[src/rtl/cfg_pkg.sv]
// cfg_pkg: shared definitions for the configuration-frame blocks.
//   cfg_state_e : frame-parser states (idle, header address, header opcode, payload, parity)
//   cfg_mode_e  : what this tile does with the current frame once the header is decoded
//   OP_WRITE / OP_READ : opcode bit values carried in the frame header
//   cnt_width() : width of a bit-position counter able to count the longer frame field
package cfg_pkg;

    typedef enum logic [2:0] {
        StIdle,
        StHdrId,
        StHdrOp,
        StPayload,
        StParity
    } cfg_state_e;

    typedef enum logic [1:0] {
        ModeNone,
        ModeWrite,
        ModeRead
    } cfg_mode_e;

    localparam logic OP_WRITE = 1'b0;
    localparam logic OP_READ  = 1'b1;

    function automatic int unsigned cnt_width(input int unsigned id_width,
                                              input int unsigned cfg_size);
        int unsigned longest;
        longest = (id_width > cfg_size) ? id_width : cfg_size;
        return $clog2(longest + 1);
    endfunction

endpackage

[src/rtl/cfg_frame_ctrl_if.sv]
// cfg_frame_ctrl_if: serial configuration chain between neighbouring tiles.
//   cfg_in_start / cfg_bit_in   : frame start pulse and serial bit arriving at a tile
//   cfg_out_start / cfg_bit_out : the same, forwarded (or readback data) to the next tile
//   master : the upstream driver; slave : the tile receiving the frame
interface cfg_frame_ctrl_if;

    logic cfg_in_start;
    logic cfg_bit_in;
    logic cfg_out_start;
    logic cfg_bit_out;

    modport master (
        output cfg_in_start,
        output cfg_bit_in,
        input  cfg_out_start,
        input  cfg_bit_out
    );

    modport slave (
        input  cfg_in_start,
        input  cfg_bit_in,
        output cfg_out_start,
        output cfg_bit_out
    );

endinterface

[src/rtl/cfg_frame_fsm.sv]
// cfg_frame_fsm: frame parser for one configuration tile.
//   clk, crst_n : clock and asynchronous active-low reset
//   start       : frame start pulse (aborts and restarts any frame in flight)
//   bit_in      : serial frame bit, LSB first
//   state       : current parser state
//   cnt         : bit position within the current field
//   mode        : header decode result, held through payload and parity
module cfg_frame_fsm
    import cfg_pkg::*;
#(
    parameter int unsigned CFG_SIZE = 128,
    parameter int unsigned ID_WIDTH = 3,
    parameter int unsigned ID       = 7,
    parameter bit          BCAST_EN = 1'b1,
    localparam int unsigned CNT_W   = cnt_width(ID_WIDTH, CFG_SIZE)
) (
    input  logic             clk,
    input  logic             crst_n,
    input  logic             start,
    input  logic             bit_in,
    output cfg_state_e       state,
    output logic [CNT_W-1:0] cnt,
    output cfg_mode_e        mode
);

    cfg_state_e          state_q, state_d;
    logic [CNT_W-1:0]    cnt_q, cnt_d;
    logic [ID_WIDTH-1:0] addr_q, addr_d;
    cfg_mode_e           mode_q, mode_d;

    logic id_hit;
    logic bc_hit;

    assign id_hit = (addr_q == ID_WIDTH'(ID));
    assign bc_hit = BCAST_EN && (addr_q == '0);

    always_comb begin
        state_d = state_q;
        cnt_d   = cnt_q;
        addr_d  = addr_q;
        mode_d  = mode_q;
        if (start) begin
            state_d = StHdrId;
            cnt_d   = '0;
            addr_d  = '0;
            mode_d  = ModeNone;
        end else begin
            case (state_q)
                StIdle: ;
                StHdrId: begin
                    // LSB arrives first, so shift in from the top
                    addr_d = {bit_in, addr_q[ID_WIDTH-1:1]};
                    if (cnt_q == CNT_W'(ID_WIDTH - 1)) begin
                        cnt_d   = '0;
                        state_d = StHdrOp;
                    end else begin
                        cnt_d = cnt_q + CNT_W'(1);
                    end
                end
                StHdrOp: begin
                    // broadcast only applies to writes; a broadcast readback is ignored
                    if (bit_in == OP_WRITE && (id_hit || bc_hit)) begin
                        mode_d = ModeWrite;
                    end else if (bit_in == OP_READ && id_hit) begin
                        mode_d = ModeRead;
                    end else begin
                        mode_d = ModeNone;
                    end
                    cnt_d   = '0;
                    state_d = StPayload;
                end
                StPayload: begin
                    if (cnt_q == CNT_W'(CFG_SIZE - 1)) begin
                        cnt_d   = '0;
                        state_d = StParity;
                    end else begin
                        cnt_d = cnt_q + CNT_W'(1);
                    end
                end
                StParity: begin
                    state_d = StIdle;
                    mode_d  = ModeNone;
                end
                default: state_d = StIdle;
            endcase
        end
    end

    always_ff @(posedge clk or negedge crst_n) begin
        if (!crst_n) begin
            state_q <= StIdle;
            cnt_q   <= '0;
            addr_q  <= '0;
            mode_q  <= ModeNone;
        end else begin
            state_q <= state_d;
            cnt_q   <= cnt_d;
            addr_q  <= addr_d;
            mode_q  <= mode_d;
        end
    end

    assign state = state_q;
    assign cnt   = cnt_q;
    assign mode  = mode_q;

endmodule

[src/rtl/cfg_frame_ctrl.sv]
// cfg_frame_ctrl: configuration tile on a serial frame chain.
//   clk, crst_n : clock and asynchronous active-low reset
//   chain       : serial in/out chain (slave side); frames are forwarded one cycle later
//   cfg         : active configuration, replaced only by a parity-good write frame
//   cfg_valid   : at least one good write committed since reset
//   cfg_err     : last addressed write frame had bad parity
//   busy        : a frame is being parsed
module cfg_frame_ctrl
    import cfg_pkg::*;
#(
    parameter int unsigned CFG_SIZE = 128,
    parameter int unsigned ID_WIDTH = 3,
    parameter int unsigned ID       = 7,
    parameter bit          BCAST_EN = 1'b1
) (
    input  logic                clk,
    input  logic                crst_n,
    cfg_frame_ctrl_if.slave     chain,
    output logic [CFG_SIZE-1:0] cfg,
    output logic                cfg_valid,
    output logic                cfg_err,
    output logic                busy
);

    localparam int unsigned CNT_W = cnt_width(ID_WIDTH, CFG_SIZE);

    cfg_state_e       state;
    logic [CNT_W-1:0] cnt;
    cfg_mode_e        mode;

    cfg_frame_fsm #(
        .CFG_SIZE (CFG_SIZE),
        .ID_WIDTH (ID_WIDTH),
        .ID       (ID),
        .BCAST_EN (BCAST_EN)
    ) u_fsm (
        .clk    (clk),
        .crst_n (crst_n),
        .start  (chain.cfg_in_start),
        .bit_in (chain.cfg_bit_in),
        .state  (state),
        .cnt    (cnt),
        .mode   (mode)
    );

    logic [CFG_SIZE-1:0] shadow_q, shadow_d;
    logic [CFG_SIZE-1:0] cfg_q, cfg_d;
    logic                par_q, par_d;
    logic                valid_q, valid_d;
    logic                err_q, err_d;
    logic                start_out_q;
    logic                bit_out_q, bit_out_d;
    logic [CFG_SIZE-1:0] rb_word;

    logic wr_pay, rd_pay, wr_par, rd_par;

    // A start in payload/parity aborts the frame, so it suppresses every frame action.
    assign wr_pay = (state == StPayload) && (mode == ModeWrite) && !chain.cfg_in_start;
    assign rd_pay = (state == StPayload) && (mode == ModeRead)  && !chain.cfg_in_start;
    assign wr_par = (state == StParity)  && (mode == ModeWrite) && !chain.cfg_in_start;
    assign rd_par = (state == StParity)  && (mode == ModeRead)  && !chain.cfg_in_start;

    assign rb_word = cfg_q >> cnt;

    always_comb begin
        shadow_d  = shadow_q;
        par_d     = par_q;
        cfg_d     = cfg_q;
        valid_d   = valid_q;
        err_d     = err_q;
        bit_out_d = chain.cfg_bit_in;
        if (chain.cfg_in_start) begin
            shadow_d = '0;
            par_d    = 1'b0;
        end
        if (wr_pay) begin
            shadow_d = {chain.cfg_bit_in, shadow_q[CFG_SIZE-1:1]};
            par_d    = par_q ^ chain.cfg_bit_in;
        end
        if (wr_par) begin
            if (chain.cfg_bit_in == par_q) begin
                cfg_d   = shadow_q;
                valid_d = 1'b1;
                err_d   = 1'b0;
            end else begin
                err_d = 1'b1;
            end
        end
        if (rd_pay) begin
            bit_out_d = rb_word[0];
        end
        if (rd_par) begin
            bit_out_d = ^cfg_q;
        end
    end

    always_ff @(posedge clk or negedge crst_n) begin
        if (!crst_n) begin
            shadow_q    <= '0;
            par_q       <= 1'b0;
            cfg_q       <= '0;
            valid_q     <= 1'b0;
            err_q       <= 1'b0;
            start_out_q <= 1'b0;
            bit_out_q   <= 1'b0;
        end else begin
            shadow_q    <= shadow_d;
            par_q       <= par_d;
            cfg_q       <= cfg_d;
            valid_q     <= valid_d;
            err_q       <= err_d;
            start_out_q <= chain.cfg_in_start;
            bit_out_q   <= bit_out_d;
        end
    end

    assign chain.cfg_out_start = start_out_q;
    assign chain.cfg_bit_out   = bit_out_q;
    assign cfg                 = cfg_q;
    assign cfg_valid           = valid_q;
    assign cfg_err             = err_q;
    assign busy                = (state != StIdle);

endmodule

[src/flat_wrapper.sv]
// flat-port wrapper written by rule: the top's interface ports become plain ports
module cfg_frame_ctrl_flat import cfg_pkg::*;
#(
    parameter int unsigned CFG_SIZE = 128,
    parameter int unsigned ID_WIDTH = 3,
    parameter int unsigned ID       = 7,
    parameter bit          BCAST_EN = 1'b1
)
  (clk, crst_n, cfg, cfg_valid, cfg_err, busy, chain_cfg_in_start, chain_cfg_bit_in, chain_cfg_out_start, chain_cfg_bit_out);
  cfg_frame_ctrl_if chain_i ();
  input  logic clk;
  input  logic crst_n;
  output logic [CFG_SIZE-1:0] cfg;
  output logic cfg_valid;
  output logic cfg_err;
  output logic busy;
  input wire logic [$bits(chain_i.cfg_in_start)-1:0] chain_cfg_in_start;
  input wire logic [$bits(chain_i.cfg_bit_in)-1:0] chain_cfg_bit_in;
  output wire logic [$bits(chain_i.cfg_out_start)-1:0] chain_cfg_out_start;
  output wire logic [$bits(chain_i.cfg_bit_out)-1:0] chain_cfg_bit_out;
  assign chain_i.cfg_in_start = chain_cfg_in_start;
  assign chain_i.cfg_bit_in = chain_cfg_bit_in;
  assign chain_cfg_out_start = chain_i.cfg_out_start;
  assign chain_cfg_bit_out = chain_i.cfg_bit_out;
  cfg_frame_ctrl #(.CFG_SIZE(CFG_SIZE), .ID_WIDTH(ID_WIDTH), .ID(ID), .BCAST_EN(BCAST_EN)) u_core (.clk(clk), .crst_n(crst_n), .chain(chain_i), .cfg(cfg), .cfg_valid(cfg_valid), .cfg_err(cfg_err), .busy(busy));
endmodule
[config.mk]
export PLATFORM = sky130hd
export DESIGN_NAME = cfg_frame_ctrl_flat
export DESIGN_NICKNAME = d
export VERILOG_FILES = /design/src/rtl/cfg_pkg.sv /design/src/rtl/cfg_frame_ctrl_if.sv /design/src/rtl/cfg_frame_fsm.sv /design/src/rtl/cfg_frame_ctrl.sv /design/src/flat_wrapper.sv
export SDC_FILE = /design/constraint.sdc
export NUM_CORES = 1
export LEC_CHECK = 0
export CAP_MARGIN = 20
export CORE_MARGIN = 5
export CORE_UTILIZATION = 59
export DETAILED_ROUTE_END_ITERATION = 16
export GPL_TIMING_DRIVEN = 0
export HOLD_SLACK_MARGIN = 0.06
export MAX_ROUTING_LAYER = met4
export PLACE_DENSITY = 0.83
export REMOVE_ABC_BUFFERS = 1
export SLEW_MARGIN = 20
export SYNTH_ARGS = -nofsm -noshare
export SYNTH_HDL_FRONTEND = slang
export SYNTH_SLANG_ARGS = --single-unit
[constraint.sdc]
create_clock -name clk -period 5.8 [get_ports clk]
set_input_delay 1.16 -clock clk [delete_from_list [all_inputs] [get_ports clk]]
set_output_delay 1.16 -clock clk [all_outputs]
set_load 0.02 [all_outputs]
==> impl_metrics.yaml, run 1 <==
route:
  num_vias: 9028
  drt.antenna.violating_nets: 0
  vias_per_cell: 5.81
  dr.first_iter.drc_count: 757
  wirelength_mm: 30.2
  drt-pass1-iter-count: 6
  drc: 0
  wire_per_inst_um: 19.4
sta:
  clock.fmax_ghz: 0.313
  timing.setup.tns_ps: 0
  fin_crit_ps: 3200
  worst_slew_pin_slew_ps: 778
  fin_ws_ps: 2600
  drv_slew: 0
  grt_setup_unrepaired: "no"
  skew_ps: 11.3
  finalHoldViolCount: 0
  slew_headroom: 0.482
  setup_viol: 0
  finalCritPeriodShare: 0.551
yosys:
  synth_top_family_by_area: "multiplexers"
  synth.area.mux_share: 0.180
  avgSynthCellArea_um2: 11.3
  ys_warn_count: 0
  syn_area_mm2: 0.0131
  ys.flop_type: "dfrtp_1"
  synth_top_cell_by_area: "dfrtp_1"
  synth_compound_area_frac: 0.0704
  synth_edf_count: 0
  ys_seq_elements: 277
  synth_fa_ha_area_frac: 0.00192
  yosysMostFrequentCell: "dfrtp_1"
  synth_top_area_frac: 0.531
  synth.distinct_cells: 46
  ys_async_sr_fraction: 1.00
  synth_xor_area_frac: 0.0866
  synth_common_cells: "dfrtp_1 (277), nand2_1 (272), a21oi_1 (134)"
  synthCells: 1150
  yosysSeqAreaShare: 0.531
  synthTopCellsByArea: "dfrtp_1 (53%), mux2_2 (11%), nand2_1 (7.8%)"
  synthSimpleGateAreaFrac: 0.102
critical_path:
  worstPathRequired_ps: 4640
  path_max_fanout: 14
  r2r-end: "u_core.chain.cfg_bit_out"
  r2r-start: "u_core.u_fsm.cnt[1]"
  crit_path_end_kind: "output pin"
  slowest_stage: "clkdlybuf4s50_1"
  crit_buf_inv: 1
  crit_arrival_ps: 2040
  slowest_delay_ps: 550
  crit_family: "buffers and inverters"
  r2r_cells: 7
  cp-start-kind: "register"
  worst-setup-path-type: "register to output pin"
  r2r_slack_ps: 2840
  crit_cells: 2
  worstPathCellList: "or3_1, clkdlybuf4s50_1"
die:
  rows: 54
  die_h_um: 159
  die_x_um: 159
  start_util: 0.598
  coreArea_mm2: 0.0218
  ios: 137
  die_area_mm2: 0.0252
global_route:
  grt_overflow: 0
  grt_pass1_wl_mm: 50.3
  grt_pass1_vias: 9299
  grt_max_degree: 101
  grtUsageTotal: 0.245
  antenna_found_initial: 0
placement:
  portBuffers: 136
  placed_cell_area_mm2: 0.0147
  pre_cts_ws_ps: 2090
  place_congestion: 0.815
  hpwl_mm: 19.6
clock_network:
  clock_latency_ps: 530
  root_buffer: "clkbuf_16"
  clk_pin_slew_ps: 60
  cts_max_path_buffers: 3
  post_cts_resized: 0
  cts.sinks: 277
  cts_tree: "built"
  cts_made_buffers: 28
  ctsHtreeMaxLevel: 1
  cts_setup_buffers: 0
  ctsHoldBuffers: 0
worst_hold_path:
  worstHoldStart: "u_core.cfg_valid"
  holdPathStages: 1
  min_to: "u_core.cfg_valid"
  hold_class: "register to register"
layout:
  antenna_cells: 0
  syn_to_final_growth_pct: 19.8
  drive_above_1_share: 0.175
  nets: 1258
  postLayoutCoreUtil: 0.717
  fin_area_mm2: 0.0156
power:
  power_density_mw_per_mm2: 266
  cellLeakagePower_nw: 6.75
  vdd_drop_max_mv: 0.210
job:
  maxCapViolations: 0
run_status:
  status: "completed"
## per-layer routing
layer,part of all wire,GRT usage
met5,0,-
met1,0.43,0.336
met4,0.028,0.0739
met2,0.49,0.380
met3,0.052,0.0391
## placed cells by master (no fill, tap or decap), drive strengths merged, types with 2 or more instances in the layout
cell type      netlist  final
inv                  2      2
mux4                36     36
or2                  2      2
nor2                20     20
or4b                 2      2
o21ai               12     12
nand3                9      9
xor2                17     17
clkdlybuf4s50        0    134
nand2b               4      4
a21oi              134    134
xnor2              112    112
and2                 2      2
nor2b                7      7
nand2              273    273
clkinv               0      8
mux2               128    128
nor4                 2      2
buf                 12     13
nor3                 3      3
dfrtp              277    277
ha                   2      2
a22oi                5      5
o21bai               2      2
mux2i                5      5
a22o                 2      2
o31ai                4      4
clkbuf              63     42
## worst register-to-register path, delay by kind of cell, from the launching register on
kind,cells,cell delay [ps]
AOI/OAI and AO/OA,2,280
and+or+nand+nor,1,110
DFF,1,770
muxes,3,1360
buffers and inverters,1,280
## stage by stage
step                power, mW  hold WS [ps]  cells
floorplan                2.24           474   1075
global placement         2.38           450   1491
detailed placement       2.42           453   1502
CTS                      4.19           471   1553
global route             4.31           480   1553
finish                   4.16           463   1553
## logic make-up after synthesis
family                     count (synthesis)
and+or+nand+nor                          328
DFF                                      277
muxes                                    169
AOI/OAI and AO/OA                        168
xor gates and xnor gates                 129
buffers and inverters                     77
adders and majority gates                  2
## power by group
group          total [mW]  leakage [nW]  switching (mW)  internal, mW
Clock                1.77         0.460           0.729          1.04
Sequential           2.04          3.85          0.0849          1.95
Combinational       0.344          2.44           0.196         0.148
## state kept, by name, summed over array words and instances (netlist names), 2 cells and up
signal               flops
u_core.cfg             128
u_core.shadow_q        128
u_core.u_fsm.addr_q      3
u_core.u_fsm.cnt         8
u_core.u_fsm.mode        2
u_core.u_fsm.state       3
## area by class of cell
| type | instances | area [µm²] |
|---|---|---|
| multi-input cells | 796 | 5780 |
| clock inverters | 9 | 70.1 |
| flip-flops and latches | 277 | 6940 |
| well taps | 280 | 350 |
| inverters | 2 | 7.51 |
| fillers | 1543 | 6190 |
| repair buffers | 147 | 1650 |
| clock buffers | 42 | 845 |
## worst max-delay path by stage
stage	from	endpoint
6_report	u_core.u_fsm.state[0]	busy
5_1_grt	chain_cfg_in_start	u_core.cfg[26]
4_1_cts	u_core.u_fsm.state[0]	busy
3_5_place_dp	chain_cfg_in_start	u_core.cfg[17]
3_3_place_gp	crst_n	u_core.cfg[5]
2_1_floorplan	chain_cfg_in_start	u_core.cfg[0]
Power figures use the tool's default switching activity.
==> run 2: changes to the inputs <==
--- a/config.mk
+++ b/config.mk
@@ -7,12 +7,12 @@
 export LEC_CHECK = 0
 export CAP_MARGIN = 20
 export CORE_MARGIN = 5
-export CORE_UTILIZATION = 59
+export CORE_UTILIZATION = 52
 export DETAILED_ROUTE_END_ITERATION = 16
 export GPL_TIMING_DRIVEN = 0
 export HOLD_SLACK_MARGIN = 0.06
 export MAX_ROUTING_LAYER = met4
-export PLACE_DENSITY = 0.83
+export PLACE_DENSITY = 0.77
 export REMOVE_ABC_BUFFERS = 1
 export SLEW_MARGIN = 20
 export SYNTH_ARGS = -nofsm -noshare
==> constraint.sdc (replaced) <==
create_clock -name clk -period 2.6 [get_ports clk]
set_input_delay 0.52 -clock clk [delete_from_list [all_inputs] [get_ports clk]]
set_output_delay 0.52 -clock clk [all_outputs]
set_load 0.02 [all_outputs]
==> impl_metrics.yaml, run 2 (synthesis gave the netlist of run 1 again) <==
critical_path:
  r2r-start: "u_core.u_fsm.cnt[1]"
  worst-setup-path-type: "register to register"
  r2r_cells: 7
  r2r-end: "u_core.chain.cfg_bit_out"
  worstPathRequired_ps: 2980
  slowest_stage: "mux4_1"
  path_max_fanout: 10
  slowest_delay_ps: 600
  cp-start-kind: "register"
  crit_path_end_kind: "register"
  crit_arrival_ps: 2940
  r2r_slack_ps: 40
  worstPathCellList: "buf_4, mux4_1, mux4_2, mux2i_1, o221a_1, or4b_1, a32oi_2"
die:
  ios: 137
  start_util: 0.523
  coreArea_mm2: 0.0250
  die_area_mm2: 0.0284
  rows: 58
  die_h_um: 168
  die_x_um: 168
clock_network:
  cts_max_path_buffers: 3
  cts_made_buffers: 28
  ctsHtreeMaxLevel: 1
  clk_pin_slew_ps: 60
  cts.sinks: 277
  cts_tree: "built"
  clock_latency_ps: 530
  root_buffer: "clkbuf_16"
power:
  p_clk_frac: 0.452
  seqPwrFrac: 0.448
  swShare: 0.236
  power_mw: 9.97
  power_density_mw_per_mm2: 624
  p_sw_mw: 2.35
  vdd_drop_max_mv: 0.423
  cellLeakagePower_nw: 6.85
  comb_power_share: 0.100
  p_int_mw: 7.62
route:
  vias_per_cell: 5.62
  drc: 0
  drt-pass1-iter-count: 5
  num_vias: 9054
  drt.antenna.violating_nets: 0
  wire_per_inst_um: 19.6
  wirelength_mm: 31.6
  dr.first_iter.drc_count: 679
placement:
  hpwl_mm: 20.0
  place_congestion: 0.849
  placed_cells: 1552
  portBuffers: 136
worst_hold_path:
  hold_class: "input port to register"
  min_to: "u_core.chain.cfg_out_start"
  holdPathStages: 1
  worstHoldStart: "chain_cfg_in_start"
global_route:
  grt_pass1_vias: 9082
  antenna_found_initial: 0
  grt_max_degree: 102
  grt_pass1_wl_mm: 50.6
  grt_overflow: 0
  use_met2: 0.361
  grtUsageTotal: 0.226
  use_met1: 0.310
  busiest_layer: "met2"
  use_met3: 0.0340
sta:
  slew_headroom: 0.535
  setup_viol: 0
  finalCritPeriodShare: 0.986
  fin_crit_ps: 2560
  whs_ps: 396
  clock.fmax_ghz: 0.390
  worst_slew_pin_slew_ps: 697
  finalHoldViolCount: 0
  skew_ps: 6.26
  drv_slew: 0
layout:
  antenna_cells: 0
  final_cell_mix: "dfrtp_1 (273), nand2_1 (272), a21oi_1 (134), clkdlybuf4s50_1 (133), mux2_2 (128)"
  nets: 1268
  syn_to_final_growth_pct: 22.4
  instances_no_fill: 1612
  layout_commonest_cell: "dfrtp_1"
  drive_above_1_share: 0.186
run_status:
  status: "completed"
job:
  maxCapViolations: 0
==> run 2: repair_timing <==
action | CTS | global route
endpoints found under the setup margin | 106 | 161
resized for setup | 7 | 8
pin swaps | 1 | 3
endpoints found under the hold margin | 84 | 0
setup buffers | 2 | 5
cloned | 1 | 2
hold buffers | 1 | 0
==> run 2: layout make-up <==
class / instances / area, µm²
fill: 1947 / 8990
multi-input combinational: 798 / 5850
inverter: 2 / 7.51
clock inverter: 12 / 240
timing repair buffer: 155 / 1730
tap: 330 / 413
sequential: 277 / 6940
clock buffer: 38 / 800
==> run 2: worst max path at each step <==
stage | startpoint | end | slack, ps | cells after the start
after floorplan | chain_cfg_in_start | u_core.cfg[0] | -2660 | 3
after global placement | crst_n | u_core.cfg[42] | -10770 | 1
after detailed placement | u_core.u_fsm.cnt[0] | u_core.chain.cfg_bit_out | -430 | 7
after CTS | u_core.u_fsm.state[0] | busy | 40 | 2
after global routing | u_core.u_fsm.cnt[1] | u_core.u_fsm.cnt[3] | -30 | 9
final | u_core.u_fsm.cnt[1] | u_core.chain.cfg_bit_out | 40 | 7
==> run 2: per-stage QoR <==
stage	cell area (µm²)	TNS (ps)	setup slack, ps	utilization
2_1_floorplan	12700	-466090	-2660	-
3_3_place_gp	14500	-4660200	-10770	0.579
3_5_place_dp	14800	-46280	-433	0.593
4_1_cts	15900	0	37.2	0.636
5_1_grt	16000	-57.8	-30.8	0.640
6_report	16000	0	35.6	0.640
==> run 2: power groups by stage <==
stage / clock, mW / sequential (mW) / combinational, mW
5_1_grt: 4.76 / 4.47 / 1.08
2_1_floorplan: 0 / 4.61 / 0.397
6_report: 4.50 / 4.47 / 0.995
3_3_place_gp: 0 / 4.69 / 0.634
4_1_cts: 4.58 / 4.51 / 0.857
3_5_place_dp: 0 / 4.62 / 0.805
==> run 2: routing by layer <==
metal,vias up,wire length [µm]
met1,4622,13700
met4,0,565
met2,227,15800
li1,4156,-
met5,-,0
met3,49,1550
==> run 2: critical path, delay by kind of cell, from the launching register on <==
| kind | cells | cell delay (ps) |
|---|---|---|
| flip-flops | 1 | 470 |
| buffers and inverters | 1 | 250 |
| multiplexers | 3 | 1290 |
| AO/OA/AOI/OAI | 2 | 270 |
| AND/OR/NAND/NOR | 1 | 130 |
==> run 3: changes to the inputs <==
--- a/config.mk
+++ b/config.mk
@@ -5,6 +5,7 @@
 export SDC_FILE = /design/constraint.sdc
 export NUM_CORES = 1
 export LEC_CHECK = 0
+export ABC_CLOCK_PERIOD_IN_PS = 2600
 export CAP_MARGIN = 20
 export CORE_MARGIN = 5
 export CORE_UTILIZATION = 52
@@ -12,7 +13,7 @@
 export GPL_TIMING_DRIVEN = 0
 export HOLD_SLACK_MARGIN = 0.06
 export MAX_ROUTING_LAYER = met4
-export PLACE_DENSITY = 0.77
+export PLACE_DENSITY = 0.79
 export REMOVE_ABC_BUFFERS = 1
 export SLEW_MARGIN = 20
 export SYNTH_ARGS = -nofsm -noshare
==> impl_metrics.yaml, run 3 (synthesis gave the netlist of run 1 again) <==
run_status:
  status: "completed"
clock_network:
  clock_latency_ps: 530
  cts_max_path_buffers: 3
  cts_made_buffers: 28
  cts.sinks: 277
  ctsHtreeMaxLevel: 1
  cts_tree: "built"
  clk_pin_slew_ps: 70
  root_buffer: "clkbuf_16"
die:
  die_h_um: 168
  start_util: 0.523
  die_area_mm2: 0.0284
  coreArea_mm2: 0.0250
  die_x_um: 168
  rows: 58
  ios: 137
critical_path:
  slowest_stage: "mux4_1"
  r2r-end: "u_core.chain.cfg_bit_out"
  r2r_slack_ps: 110
  crit_cells: 7
  r2r_cells: 7
  crit_path_end_kind: "register"
  slowest_delay_ps: 630
  r2r-start: "u_core.u_fsm.cnt[1]"
  path_max_fanout: 8
  crit_path_end: "u_core.chain.cfg_bit_out"
  startpoint: "u_core.u_fsm.cnt[1]"
  worstPathRequired_ps: 2980
  cp-start-kind: "register"
  worstPathCellList: "buf_4, mux4_1, mux4_2, mux2i_1, o211ai_1, or4b_1, a32oi_2"
  worst-setup-path-type: "register to register"
  crit_buf_inv: 1
  crit_arrival_ps: 2860
  crit_family: "multiplexers"
sta:
  setup_viol: 0
  finalHoldViolCount: 0
  slew_headroom: 0.512
  fin_crit_ps: 2490
  skew_ps: 15.1
  finalCritPeriodShare: 0.956
  drv_slew: 0
  whs_ps: 395
  worst_slew_pin_slew_ps: 732
  clock.fmax_ghz: 0.402
  timing.setup.tns_ps: 0
route:
  wire_per_inst_um: 19.6
  drt.antenna.violating_nets: 0
  num_vias: 9115
  wirelength_mm: 31.6
  dr.first_iter.drc_count: 714
  vias_per_cell: 5.65
  drt-pass1-iter-count: 5
  drc: 0
layout:
  nets: 1269
  syn_to_final_growth_pct: 22.0
  nFillCells: 1886
  drive_above_1_share: 0.185
  antenna_cells: 0
  layout_commonest_cell: "dfrtp_1"
  fin_area_mm2: 0.0159
  seqCellArea_mm2: 0.00694
  final_cell_mix: "dfrtp_1 (273), nand2_1 (272), a21oi_1 (134), clkdlybuf4s50_1 (133), mux2_2 (128)"
  instances_no_fill: 1613
  multiInputGateArea_mm2: 0.00584
power:
  power_density_mw_per_mm2: 609
  cellLeakagePower_nw: 6.84
  power_mw: 9.70
  vdd_drop_max_mv: 0.409
global_route:
  grt_overflow: 0
  grt_pass1_wl_mm: 50.9
  grt_max_degree: 82
  antenna_found_initial: 0
  grtUsageTotal: 0.226
  grt_pass1_vias: 9306
placement:
  hpwl_mm: 20.1
  portBuffers: 136
  place_congestion: 0.823
  placed_cells: 1552
  placed_cell_area_mm2: 0.0148
worst_hold_path:
  hold_class: "input port to register"
job:
  maxCapViolations: 0
-- run 3: power by group --
part / switching, mW / internal, mW / total (mW)
sequential: 0.104 / 4.37 / 4.47
clock: 1.65 / 2.62 / 4.27
combinational: 0.567 / 0.390 / 0.957
-- run 3: metal layers --
metal  track usage  part of all wire  vias to the layer above
met1         0.306              0.43                     4678
li1              -                 -                     4168
met2         0.364              0.50                      215
met4        0.0565             0.024                        0
met3        0.0343             0.044                       54
met5             -                 0                        -
-- run 3: worst min path at each step --
stage / cells after the start / start / slack, ps / endpoint
floorplan: 0 / crst_n / 220 / u_core.cfg[0]
global placement: 1 / u_core.cfg_valid / 450 / u_core.cfg_valid
detailed placement: 1 / u_core.cfg_valid / 460 / u_core.cfg_valid
CTS: 1 / chain_cfg_in_start / 360 / u_core.chain.cfg_out_start
global route: 1 / chain_cfg_in_start / 380 / u_core.chain.cfg_out_start
finish: 1 / chain_cfg_in_start / 390 / u_core.chain.cfg_out_start
-- run 3: through the flow --
stage,worst slack [ps],util
3_3_place_gp,-10790,0.579
4_1_cts,26.4,0.635
5_1_grt,-13.3,0.638
6_report,115,0.638
3_5_place_dp,-432,0.593
2_1_floorplan,-2660,-
-- run 3: final cells by class --
| type | count | area share |
|---|---|---|
| Clock buffer | 42 | 0.0530 |
| Inverter | 2 | 0.000471 |
| Tap cell | 330 | 0.0259 |
| Sequential cell | 277 | 0.436 |
| Clock inverter | 8 | 0.00880 |
| Timing Repair Buffer | 156 | 0.109 |
| Multi-Input combinational cell | 798 | 0.367 |
-- run 3: timing repair --
action,4_1_cts,5_1_grt
endpoints found under the setup margin,107,182
setup buffers,4,4
gates cloned,1,1
hold buffers,1,0
gates resized for setup,4,10
pin swaps,2,1
endpoints found under the hold margin,66,0
-- run 3: worst register-to-register path, delay by kind of cell, from the launching register on --
| family | cells | cell delay, ps |
|---|---|---|
| multiplexers | 3 | 1350 |
| flip-flops | 1 | 420 |
| buffers and inverters | 1 | 210 |
| AND/OR/NAND/NOR | 1 | 200 |
| AO/OA/AOI/OAI | 2 | 160 |
